### src/rtl/riscv_pkg.sv
// Shared types for the core pipeline control path.
package riscv_pkg;

   typedef enum logic [1:0] {
      RUN      = 2'd0,
      MEM_WAIT = 2'd1,
      MD_WAIT  = 2'd2
   } ctrl_state_t;

   typedef struct packed {
      logic en;
      logic clear;
   } stage_ctrl_t;

   localparam stage_ctrl_t STAGE_ADV   = '{en: 1'b1, clear: 1'b0};
   localparam stage_ctrl_t STAGE_HOLD  = '{en: 1'b0, clear: 1'b0};
   localparam stage_ctrl_t STAGE_FLUSH = '{en: 1'b1, clear: 1'b1};
   localparam stage_ctrl_t STAGE_RST   = '{en: 1'b0, clear: 1'b1};

endpackage

### src/rtl/sat_counter.sv
// Up-counter with synchronous clear that sticks at all-ones instead of wrapping.
module sat_counter #(
   parameter int unsigned W = 32
) (
   input  logic         clk,
   input  logic         rst,
   input  logic         clr,
   input  logic         inc,
   output logic [W-1:0] cnt
);

   logic [W-1:0] cnt_q, cnt_d;

   always_comb begin
      cnt_d = cnt_q;
      if (clr) begin
         cnt_d = '0;
      end else if (inc && (cnt_q != '1)) begin
         cnt_d = cnt_q + W'(1);
      end
   end

   always_ff @(posedge clk) begin
      if (rst) begin
         cnt_q <= '0;
      end else begin
         cnt_q <= cnt_d;
      end
   end

   assign cnt = cnt_q;

endmodule

### src/rtl/pipeline_ctrl.sv
// Hazard, stall and flush controller for the 5-stage core: drives stage
// register enables/clears and the PC enable, and keeps stall/flush statistics.
module pipeline_ctrl
   import riscv_pkg::*;
#(
   parameter int unsigned CNT_W      = 32,
   parameter int unsigned MD_TIMEOUT = 64
) (
   input  logic             clk,
   input  logic             rst,
   input  logic [4:0]       id_rs1,
   input  logic [4:0]       id_rs2,
   input  logic             id_use_rs1,
   input  logic             id_use_rs2,
   input  logic             ex_mem_read,
   input  logic [4:0]       ex_rd,
   input  logic             ex_branch_taken,
   input  logic             ex_md_start,
   input  logic             md_done,
   input  logic             mem_req,
   input  logic             dmem_ready,
   input  logic             trap_req,
   output logic             pc_en,
   output logic             ifid_en,
   output logic             ifid_clear,
   output logic             idex_en,
   output logic             idex_clear,
   output logic             exmem_en,
   output logic             exmem_clear,
   output logic             memwb_en,
   output logic             memwb_clear,
   output logic [1:0]       state,
   output logic [CNT_W-1:0] stall_cnt,
   output logic [CNT_W-1:0] flush_cnt,
   output logic             md_timeout
);

   localparam int unsigned WD_W = $clog2(MD_TIMEOUT + 1);

   ctrl_state_t state_q, state_d;
   stage_ctrl_t ifid_c, idex_c, exmem_c, memwb_c;
   logic        pc_en_c;
   logic        flush_evt_c;
   logic        mem_hold, md_hold, load_use;
   logic        wd_clr, wd_inc, wd_hit;
   logic [WD_W-1:0] wd_cnt;
   logic        md_timeout_q, md_timeout_d;

   assign mem_hold = mem_req & ~dmem_ready;
   // Once in MD_WAIT the EX op is frozen, so only md_done matters.
   assign md_hold  = (state_q == MD_WAIT) ? ~md_done : (ex_md_start & ~md_done);
   assign load_use = ex_mem_read && (ex_rd != 5'd0) &&
                     ((id_use_rs1 && (id_rs1 == ex_rd)) ||
                      (id_use_rs2 && (id_rs2 == ex_rd)));

   // Next state and stage controls, highest-priority hazard first.
   always_comb begin
      state_d     = RUN;
      pc_en_c     = 1'b1;
      ifid_c      = STAGE_ADV;
      idex_c      = STAGE_ADV;
      exmem_c     = STAGE_ADV;
      memwb_c     = STAGE_ADV;
      flush_evt_c = 1'b0;
      if (rst) begin
         pc_en_c = 1'b0;
         ifid_c  = STAGE_RST;
         idex_c  = STAGE_RST;
         exmem_c = STAGE_RST;
         memwb_c = STAGE_RST;
      end else if (trap_req) begin
         ifid_c      = STAGE_FLUSH;
         idex_c      = STAGE_FLUSH;
         exmem_c     = STAGE_FLUSH;
         flush_evt_c = 1'b1;
      end else if (mem_hold) begin
         pc_en_c = 1'b0;
         ifid_c  = STAGE_HOLD;
         idex_c  = STAGE_HOLD;
         exmem_c = STAGE_HOLD;
         memwb_c = STAGE_FLUSH;
         state_d = MEM_WAIT;
      end else if (md_hold) begin
         pc_en_c = 1'b0;
         ifid_c  = STAGE_HOLD;
         idex_c  = STAGE_HOLD;
         exmem_c = STAGE_FLUSH;
         state_d = MD_WAIT;
      end else if (ex_branch_taken) begin
         ifid_c      = STAGE_FLUSH;
         idex_c      = STAGE_FLUSH;
         flush_evt_c = 1'b1;
      end else if (load_use) begin
         pc_en_c = 1'b0;
         ifid_c  = STAGE_HOLD;
         idex_c  = STAGE_FLUSH;
      end
   end

   always_ff @(posedge clk) begin
      if (rst) begin
         state_q <= RUN;
      end else begin
         state_q <= state_d;
      end
   end

   // Watchdog: restarts on MD_WAIT entry, counts cycles spent in MD_WAIT.
   assign wd_clr = ~rst && (state_q != MD_WAIT) && (state_d == MD_WAIT);
   assign wd_inc = ~rst && (state_q == MD_WAIT);
   assign wd_hit = (state_q == MD_WAIT) && ~md_done &&
                   (wd_cnt == WD_W'(MD_TIMEOUT - 1));

   always_comb begin
      md_timeout_d = md_timeout_q | wd_hit;
   end

   always_ff @(posedge clk) begin
      if (rst) begin
         md_timeout_q <= 1'b0;
      end else begin
         md_timeout_q <= md_timeout_d;
      end
   end

   sat_counter #(.W(WD_W)) u_wd_cnt (
      .clk (clk),
      .rst (rst),
      .clr (wd_clr),
      .inc (wd_inc),
      .cnt (wd_cnt)
   );

   sat_counter #(.W(CNT_W)) u_stall_cnt (
      .clk (clk),
      .rst (rst),
      .clr (1'b0),
      .inc (~rst & ~pc_en_c),
      .cnt (stall_cnt)
   );

   sat_counter #(.W(CNT_W)) u_flush_cnt (
      .clk (clk),
      .rst (rst),
      .clr (1'b0),
      .inc (flush_evt_c),
      .cnt (flush_cnt)
   );

   assign pc_en       = pc_en_c;
   assign ifid_en     = ifid_c.en;
   assign ifid_clear  = ifid_c.clear;
   assign idex_en     = idex_c.en;
   assign idex_clear  = idex_c.clear;
   assign exmem_en    = exmem_c.en;
   assign exmem_clear = exmem_c.clear;
   assign memwb_en    = memwb_c.en;
   assign memwb_clear = memwb_c.clear;
   assign state       = state_q;
   assign md_timeout  = md_timeout_q;

endmodule

### config.mk
export PLATFORM = sky130hd
export DESIGN_NAME = pipeline_ctrl
export DESIGN_NICKNAME = d
export VERILOG_FILES = /design/src/rtl/riscv_pkg.sv /design/src/rtl/sat_counter.sv /design/src/rtl/pipeline_ctrl.sv
export SDC_FILE = /design/constraint.sdc
export NUM_CORES = 1
export LEC_CHECK = 0
export ABC_AREA = 1
export ABC_CLOCK_PERIOD_IN_PS = 2160
export BUFFER_PORTS_ARGS = -buffer_cell sky130_fd_sc_hd__buf_2
export CAP_MARGIN = 10
export CORE_ASPECT_RATIO = 1.1
export CORE_MARGIN = 2
export CORE_UTILIZATION = 55
export DETAILED_ROUTE_END_ITERATION = 8
export PLACE_DENSITY_LB_ADDON = 0.12
export REMOVE_ABC_BUFFERS = 1
export SYNTH_ARGS = -nofsm -noshare
export SYNTH_HDL_FRONTEND = slang
export SYNTH_SLANG_ARGS = --single-unit
### constraint.sdc
create_clock -name clk -period 2.16 [get_ports clk]
set_clock_uncertainty 0.1 [all_clocks]
set_input_delay 0.324 -clock clk [delete_from_list [all_inputs] [get_ports clk]]
set_output_delay 0.324 -clock clk [all_outputs]
set_load 0.005 [all_outputs]
=== Word level (Yosys, flattened, before mapping) ===
Cells that the tools add are included.
W data, S select, Z words.

* Register bits: 74
* Output and inout port bits: 76

* $add $sub $neg: 3
* Equal/unequal tests: 9
* Mux-type cells: 35
* Bitwise gates (word level): 8
* Reduce and logical (&&, ||, !) cells: 15

{| class="wikitable"
|+ Operators by type and width
! cell !! count
|-
| $add A32 B1 Y32 const B || 2
|-
| $ne A32 B32 Y1 const B || 2
|-
| $mux W2 || 18
|-
| $mux W1 || 17
|-
| $logic_and A1 B1 Y1 || 12
|-
| $eq A5 B5 Y1 || 2
|-
| $add A7 B1 Y7 const B || 1
|-
| $eq A7 B6 Y1 const B || 1
|-
| $ne A7 B7 Y1 const B || 1
|-
| $reduce_bool A5 Y1 || 1
|-
| $eq A2 B2 Y1 const B || 2
|-
| $not A1 Y1 || 4
|-
| $and A1 B1 Y1 || 3
|-
| $ne A2 B2 Y1 const B || 1
|-
| $reduce_or A2 Y1 || 1
|-
| $logic_or A1 B1 Y1 || 1
|-
| $or A1 B1 Y1 || 1
|}

=== Logic depth before layout (Yosys ltp) ===
Gate-level depths: netlist of the first run.

* Depth after elaboration: 13
* Mapped depth: 12
* Gate-level depth less buffers: 12

=== Hierarchy ===
From an unflattened synthesis of the first run, not the netlist that was laid out.

* Cell total of the unflattened synthesis: 811
* Area total of the unflattened synthesis: 5096.1 µm²

{| class="wikitable"
|+ By module, submodules not included
! module !! instances !! cells an instance !! area an instance (µm²)
|-
| sat_counter (u_flush_cnt ...) || 2 || 325 || 2095.8
|-
| pipeline_ctrl || 1 || 97 || 483.0
|-
| sat_counter (u_wd_cnt) || 1 || 64 || 421.7
|}

=== Worst setup path before layout of the first run ===
Ideal clock, no wire load.

* Path type: register -> register
* Start: register u_stall_cnt.cnt_q[0] (netlist: u_stall_cnt.cnt[0])
* End: register u_stall_cnt.cnt_q[23] (netlist: u_stall_cnt.cnt[23])
* Library setup time: 0.070 ns
* Data arrival time: 1.686 ns
* Data required time: 1.990 ns
* Setup slack: 0.303 ns
* Cell stages (with the launch flop): 11
* Path buffers: 1
* Clock period less this slack: 1.857 ns
* Cell sequence: dfxtp_1 -> ha_1 -> inv_2 -> nor2_4 -> nand3_1 -> nor3_2 -> nand4_1 -> nand3_2 -> buf_6 -> nand2_1 -> a21oi_1

* Cells in the longest elaborated chain, start to end: 2
* Elaborated cells between the ends (all ways): 3
* Those cells by class: add/sub: 1; eq/ne: 1; reduce/logical: 1

{| class="wikitable"
|+ RTL lines
! item !! line !! RTL
|-
| start, declared || sat_counter.sv:12 || <nowiki>logic [W-1:0] cnt_q, cnt_d;</nowiki>
|-
| start signal, assigned || sat_counter.sv:27 || <nowiki>cnt_q <= cnt_d;</nowiki>
|-
| branches (longest 2 deep; another with $add A32 B1 Y32) || - ||
|}

Several ways; the timed one is not identified.
A chain may end at the register's enable or synchronous reset.

=== Final worst setup path of the first run ===
* Start: register u_stall_cnt.cnt_q[1] (netlist: u_stall_cnt.cnt[1])
* End: register u_stall_cnt.cnt_q[4] (netlist: u_stall_cnt.cnt[4])

Same word-level chain as after synthesis.

==> impl_metrics.yaml, run 1 <==
sta:
  clock.fmax_mhz: 494
  period_share: 0.937
  setup_viol: 0
  rsz0062_at_grt: "false"
  worstMarginPinSlew_ps: 580
  relSlewSlack: 0.613
  final-hold-violation-count: 0
  finalCriticalPeriod_ps: 2020
  slew_violations: 0
place:
  gp_congestion: 1.06
  port_buffers: 101
  place_area_um2: 5480
  placed_cells: 990
  hpwl_mm: 10.2
synth:
  netlist_instances: 774
  synth_top_family_by_area: "simple AND/OR/NAND/NOR gates"
  synth_area_per_cell_um2: 6.12
  synth_cell_type_count: 25
  async_reset_ff_frac: 0
  synth-compound-area-share: 0.0832
  synth_xor_area_frac: 0.0758
  synth-simple-area-share: 0.436
  ys.flop_type: "dfxtp_1"
  netlist_area_um2: 4730
  yosysWarnings: 0
  synth_mux_area_frac: 0
  synth-seq-area-share: 0.313
  ys_ff_latch: 74
  synthAdderAreaFrac: 0.00793
  synth_edf_count: 0
cts:
  insertion_delay_ps: 360
  cts_root_buf: "clkbuf_8"
  cts_tree: "done"
  htreeDepth: 3
  ctsHoldBuffers: 0
  path_clk_slew_ps: 80
  cts_buffers: 9
  clock_path_buffers: 2
  cts_sinks: 74
drt:
  first_iter_violations: 197
  wirelength_mm: 13.5
  drt_pre_antenna_iters: 4
  viasPerCell: 5.37
  drc: 0
  wire_per_inst_um: 13.4
  vias: 5406
  antenna_left: 0
grt:
  grt_max_degree: 56
  grt_pass1_wl_mm: 21.9
  grt_antenna_before_repair: 1
  grt_overflow: 0
  grt_util_all_layers: 0.288
  grt_pass1_vias: 4901
worst_setup_path:
  crit_required_ps: 2270
  setup.worst_path.class: "flip-flop to flip-flop"
  endpoint_kind: "flip-flop"
  rr_endpoint: "u_stall_cnt.cnt[4]$_SDFFE_PP0P_"
  r2r-start: "u_stall_cnt.cnt[1]$_SDFFE_PP0P_"
  cp_max_fo: 30
  r2r_setup_slack_ps: 140
  critPathLaunchType: "flip-flop"
  reg2reg_depth: 9
  cp.arrival_ps: 2130
min_path:
  hold_start: "rst"
  holdPathStages: 2
  holdCritPathClass: "input pin to flip-flop"
  hold_end: "md_timeout$_SDFF_PP0_"
finish:
  area_growth_pct: 20.9
  antenna_cells: 0
  stdcell_count: 1007
  final_cell_area_um2: 5720
  drive_gt1_frac: 0.180
  nets: 920
power_and_ir_drop:
  p_comb_frac: 0.079
  power_density_nw_per_um2: 492
  switching_share: 0.254
  power.total_mw: 2.81
  power_leakage_nw: 2.54
  pwr-share-seq: 0.488
  p_int_mw: 2.10
  power.net_switching_mw: 0.715
  pwr-share-clk: 0.432
  ir_drop_mv: 0.288
outcome:
  status: "completed"
floorplanning:
  io-pin-count: 102
  die_w_um: 92.5
  dieHeight_um: 101
  start_util: 0.566
  core.rowCount: 35
  design.core.area_um2: 8360
  die-area_um2: 9370
flow_run:
  drv_cap: 0
sequential cells by signal (all words and copies together), names as in the netlist:
register / count
u_stall_cnt.cnt: 32
u_wd_cnt.cnt: 7
state: 2
u_flush_cnt.cnt: 32
md_timeout: 1
critical path, stage by stage (launching register included):
cell and delay [ps]:
dfxtp_1 380, ha_1 210, inv_2 60, nor2_4 110, nand3_1 120, nor3_2 130
nand4_1 240, buf_4 340, nand4_1 140, a21oi_1 70
cell usage in the layout (no fill, tap or decap), types with 2 or more instances in the layout:
| cell | Yosys | layout |
|---|---|---|
| inv_2 | 3 | 3 |
| a21oi_1 | 66 | 66 |
| o21ai_0 | 11 | 10 |
| clkinvlp_4 | 0 | 3 |
| xnor2_1 | 16 | 16 |
| clkbuf_8 | 0 | 9 |
| nor2_1 | 105 | 105 |
| nand4_1 | 42 | 42 |
| nor3_1 | 18 | 18 |
| buf_4 | 0 | 28 |
| buf_12 | 0 | 2 |
| buf_2 | 3 | 101 |
| dfxtp_1 | 74 | 73 |
| nand2_1 | 274 | 274 |
| bufinv_16 | 0 | 2 |
| inv_1 | 64 | 64 |
| ha_1 | 3 | 2 |
| xor2_1 | 25 | 25 |
| nand3b_1 | 12 | 12 |
| nand3_1 | 24 | 24 |
| nor2_2 | 3 | 3 |
what timing repair did:
item / CTS / global route
endpoints found under the setup margin: 0 / 40
gates resized for setup: 0 / 5
setup buffers: 0 / 1
final cells by class:
type,instances,area [µm²]
multi-input combinational,607,2870
fill,783,2640
sequential,74,1480
timing repair buffer,132,767
inverter,67,251
tap,111,139
clock buffer,10,128
clock inverter,6,91.3
metal layers:
metal | vias to the layer above | global-route usage | part of all wire
li1 | 2716 | - | -
met4 | 2 | 0.124 | 0.032
met3 | 38 | 0.0595 | 0.055
met5 | - | 0 | 0.00096
met2 | 167 | 0.540 | 0.51
met1 | 2483 | 0.315 | 0.40
power groups by stage:
stage                     registers (mW)  clock network [mW]  logic (mW)
after floorplan                     1.41                   0       0.103
after global placement              1.41                   0       0.214
after detailed placement            1.41                   0       0.220
after CTS                           1.37                1.24       0.220
after global routing                1.38                1.30       0.249
final                               1.37                1.22       0.224
Yosys cell counts (2+ instances only):
library cell	count	area share
nor3_1	18	0.019
nand2_1	274	0.22
xor2_1	25	0.046
ha_1	3	0.0079
dfxtp_1	74	0.31
xnor2_1	16	0.030
o21ai_0	11	0.012
clkbuf_1	17	0.013
buf_6	6	0.014
nand4_1	42	0.055
nand3_2	2	0.0042
inv_1	64	0.051
nor2_1	105	0.083
buf_2	3	0.0032
nand3b_1	12	0.019
inv_2	3	0.0024
nand3_1	24	0.025
a21oi_1	66	0.070
nor2_2	3	0.0040
stage by stage:
step	TNS (ps)	utilization	hold WS (ps)	setup WS, ps
floorplan	-25750	-	293	-685
global placement	0	0.655	350	198
detailed placement	0	0.655	357	116
CTS	0	0.682	140	97.4
global route	0	0.684	134	10.4
finish	0	0.684	141	136
cells by family (layout without fill, tap and decap cells):
family                     Yosys count  count (layout)
buffers and inverters               93             215
DFF                                 74              74
xor gates and xnor gates            41              41
AOI/OAI and AO/OA                   78              78
and+or+nand+nor                    485             485
adders and majority gates            3               3
worst max path at each step:
stage	cells past startpoint	slack (ps)	startpoint	end
floorplan	10	-680	u_stall_cnt.cnt[0]$_SDFFE_PP0P_	u_stall_cnt.cnt[0]$_SDFFE_PP0P_
CTS	10	100	u_stall_cnt.cnt[1]$_SDFFE_PP0P_	u_stall_cnt.cnt[15]$_SDFFE_PP0P_
global route	8	10	state[0]$_SDFF_PP0_	idex_clear
global placement	10	200	u_stall_cnt.cnt[1]$_SDFFE_PP0P_	u_stall_cnt.cnt[27]$_SDFFE_PP0P_
finish	9	140	u_stall_cnt.cnt[1]$_SDFFE_PP0P_	u_stall_cnt.cnt[4]$_SDFFE_PP0P_
detailed placement	10	120	u_stall_cnt.cnt[1]$_SDFFE_PP0P_	u_stall_cnt.cnt[15]$_SDFFE_PP0P_
Power figures use the tool's default switching activity.
==> run 2: changes to the inputs <==
- ABC_CLOCK_PERIOD_IN_PS: 2160 -> 2200
- SKIP_CTS_REPAIR_TIMING: default -> 1
- clock period: 2.16 -> 2.2 ns (I/O delays scaled with it)
==> run 2 against run 1 <==
Compared with the run above: sequential power about the same; total power shrank 7.8%; setup slack improved by 49 ps; routed wire length is 1.6% lower; design area shrank 2.4%; global-route usage fell by 0.16 points; combinational power down 3%; non-clock buffer count shrank 12; via count is 1.6% lower; die area unchanged; utilization shrank 1.7 points; flip-flop and latch count unchanged; largest power group unchanged.
==> impl_metrics.yaml, run 2 (synthesis gave the netlist of run 1 again) <==
floorplanning:
  start_util: 0.566
  core.rowCount: 35
  io-pin-count: 102
  die_w_um: 92.5
  die-area_um2: 9370
  dieHeight_um: 101
  design.core.area_um2: 8360
grt:
  grt_util_all_layers: 0.287
  grt_pass1_vias: 4878
  grt_pass1_wl_mm: 21.8
  grt_max_degree: 56
  grt_overflow: 0
  grt_antenna_before_repair: 1
drt:
  wire_per_inst_um: 13.4
  wirelength_mm: 13.3
  antenna_left: 0
  first_iter_violations: 235
  vias: 5320
  drt_pre_antenna_iters: 5
  drc: 0
  viasPerCell: 5.35
sta:
  setup_viol: 0
  slew_violations: 0
  rsz0062_at_grt: "false"
  finalSetupTns_ps: 0
  worstMarginPinSlew_ps: 568
  clock.fmax_mhz: 496
  final-hold-violation-count: 0
  period_share: 0.916
  finalCriticalPeriod_ps: 2020
  relSlewSlack: 0.617
finish:
  seq_area_um2: 1480
  most-common-layout-cells: "274 x nand2_1, 105 x nor2_1, 101 x buf_2"
  area_growth_pct: 17.9
  multi_input_area_um2: 2860
  layout_commonest_cell: "nand2_1"
  antenna_cells: 0
  drive_gt1_frac: 0.171
  nets: 908
  fill_cells: 787
cts:
  cts_sinks: 74
  clock_path_buffers: 2
  cts_tree: "done"
  path_clk_slew_ps: 90
  htreeDepth: 3
  insertion_delay_ps: 360
  cts_buffers: 9
  cts_root_buf: "clkbuf_8"
worst_setup_path:
  r2r_setup_slack_ps: 190
  setup.worst_path.class: "flip-flop to output pin"
  crit_required_ps: 1770
  endpoint_kind: "output pin"
  critPathLaunchType: "flip-flop"
  r2r-start: "u_flush_cnt.cnt[1]$_SDFFE_PP0P_"
  cp.arrival_ps: 1590
  cp-startpoint: "state[0]$_SDFF_PP0_"
  cp_max_fo: 3
power_and_ir_drop:
  power_leakage_nw: 2.45
  power_density_nw_per_um2: 465
  ir_drop_mv: 0.288
  power.total_mw: 2.60
min_path:
  holdCritPathClass: "input pin to flip-flop"
  hold_start: "rst"
place:
  port_buffers: 101
  gp_congestion: 1.05
  hpwl_mm: 9.85
outcome:
  status: "completed"
flow_run:
  drv_cap: 0
==> run 2: through the flow <==
stage	utilization	instances	setup WS, ps	area [µm²]	hold slack, ps
after floorplan	-	748	-645	4590	299
after global placement	0.644	979	154	5390	352
after detailed placement	0.644	979	125	5390	359
after CTS	0.666	995	96.9	5570	142
after global routing	0.668	995	11.0	5580	138
final	0.668	995	185	5580	160
==> run 2: worst max-delay path, stage by stage, from the launching register on <==
cell and delay (ps):
dfxtp_1 320, inv_1 40, nand2_1 60, a21oi_1 230, nor2_1 90, nand2_1 80
nand2_1 80, a31o_2 220, buf_2 120
==> run 2: final timing paths <==
kind / end / depth (start not counted)
worst max register to register: u_flush_cnt.cnt[18]$_SDFFE_PP0P_ / 11
worst min-delay path: md_timeout$_SDFF_PP0_ / 2
worst min register to register: u_wd_cnt.cnt[6]$_SDFFE_PP0P_ / 2
worst max-delay path: idex_clear / 8
==> run 2: final cells by class <==
class,instances,share of cell area
Tap cell,111,0.0249
Clock inverter,6,0.00874
Clock buffer,10,0.0246
Multi-Input combinational cell,607,0.513
Timing Repair Buffer,120,0.118
Inverter,67,0.0450
Sequential cell,74,0.266
==> run 2: routing by layer <==
metal | vias up | share of wire | track usage
met5 | - | 0.00098 | 0
met4 | 2 | 0.032 | 0.132
met3 | 39 | 0.058 | 0.0446
met2 | 181 | 0.50 | 0.513
met1 | 2406 | 0.41 | 0.338
li1 | 2692 | - | -
==> run 2: report_power, final <==
group / internal, mW / switching (mW)
combinational: 0.0742 / 0.142
clock: 0.450 / 0.579
sequential: 1.34 / 0.00559
total: 1.87 / 0.727
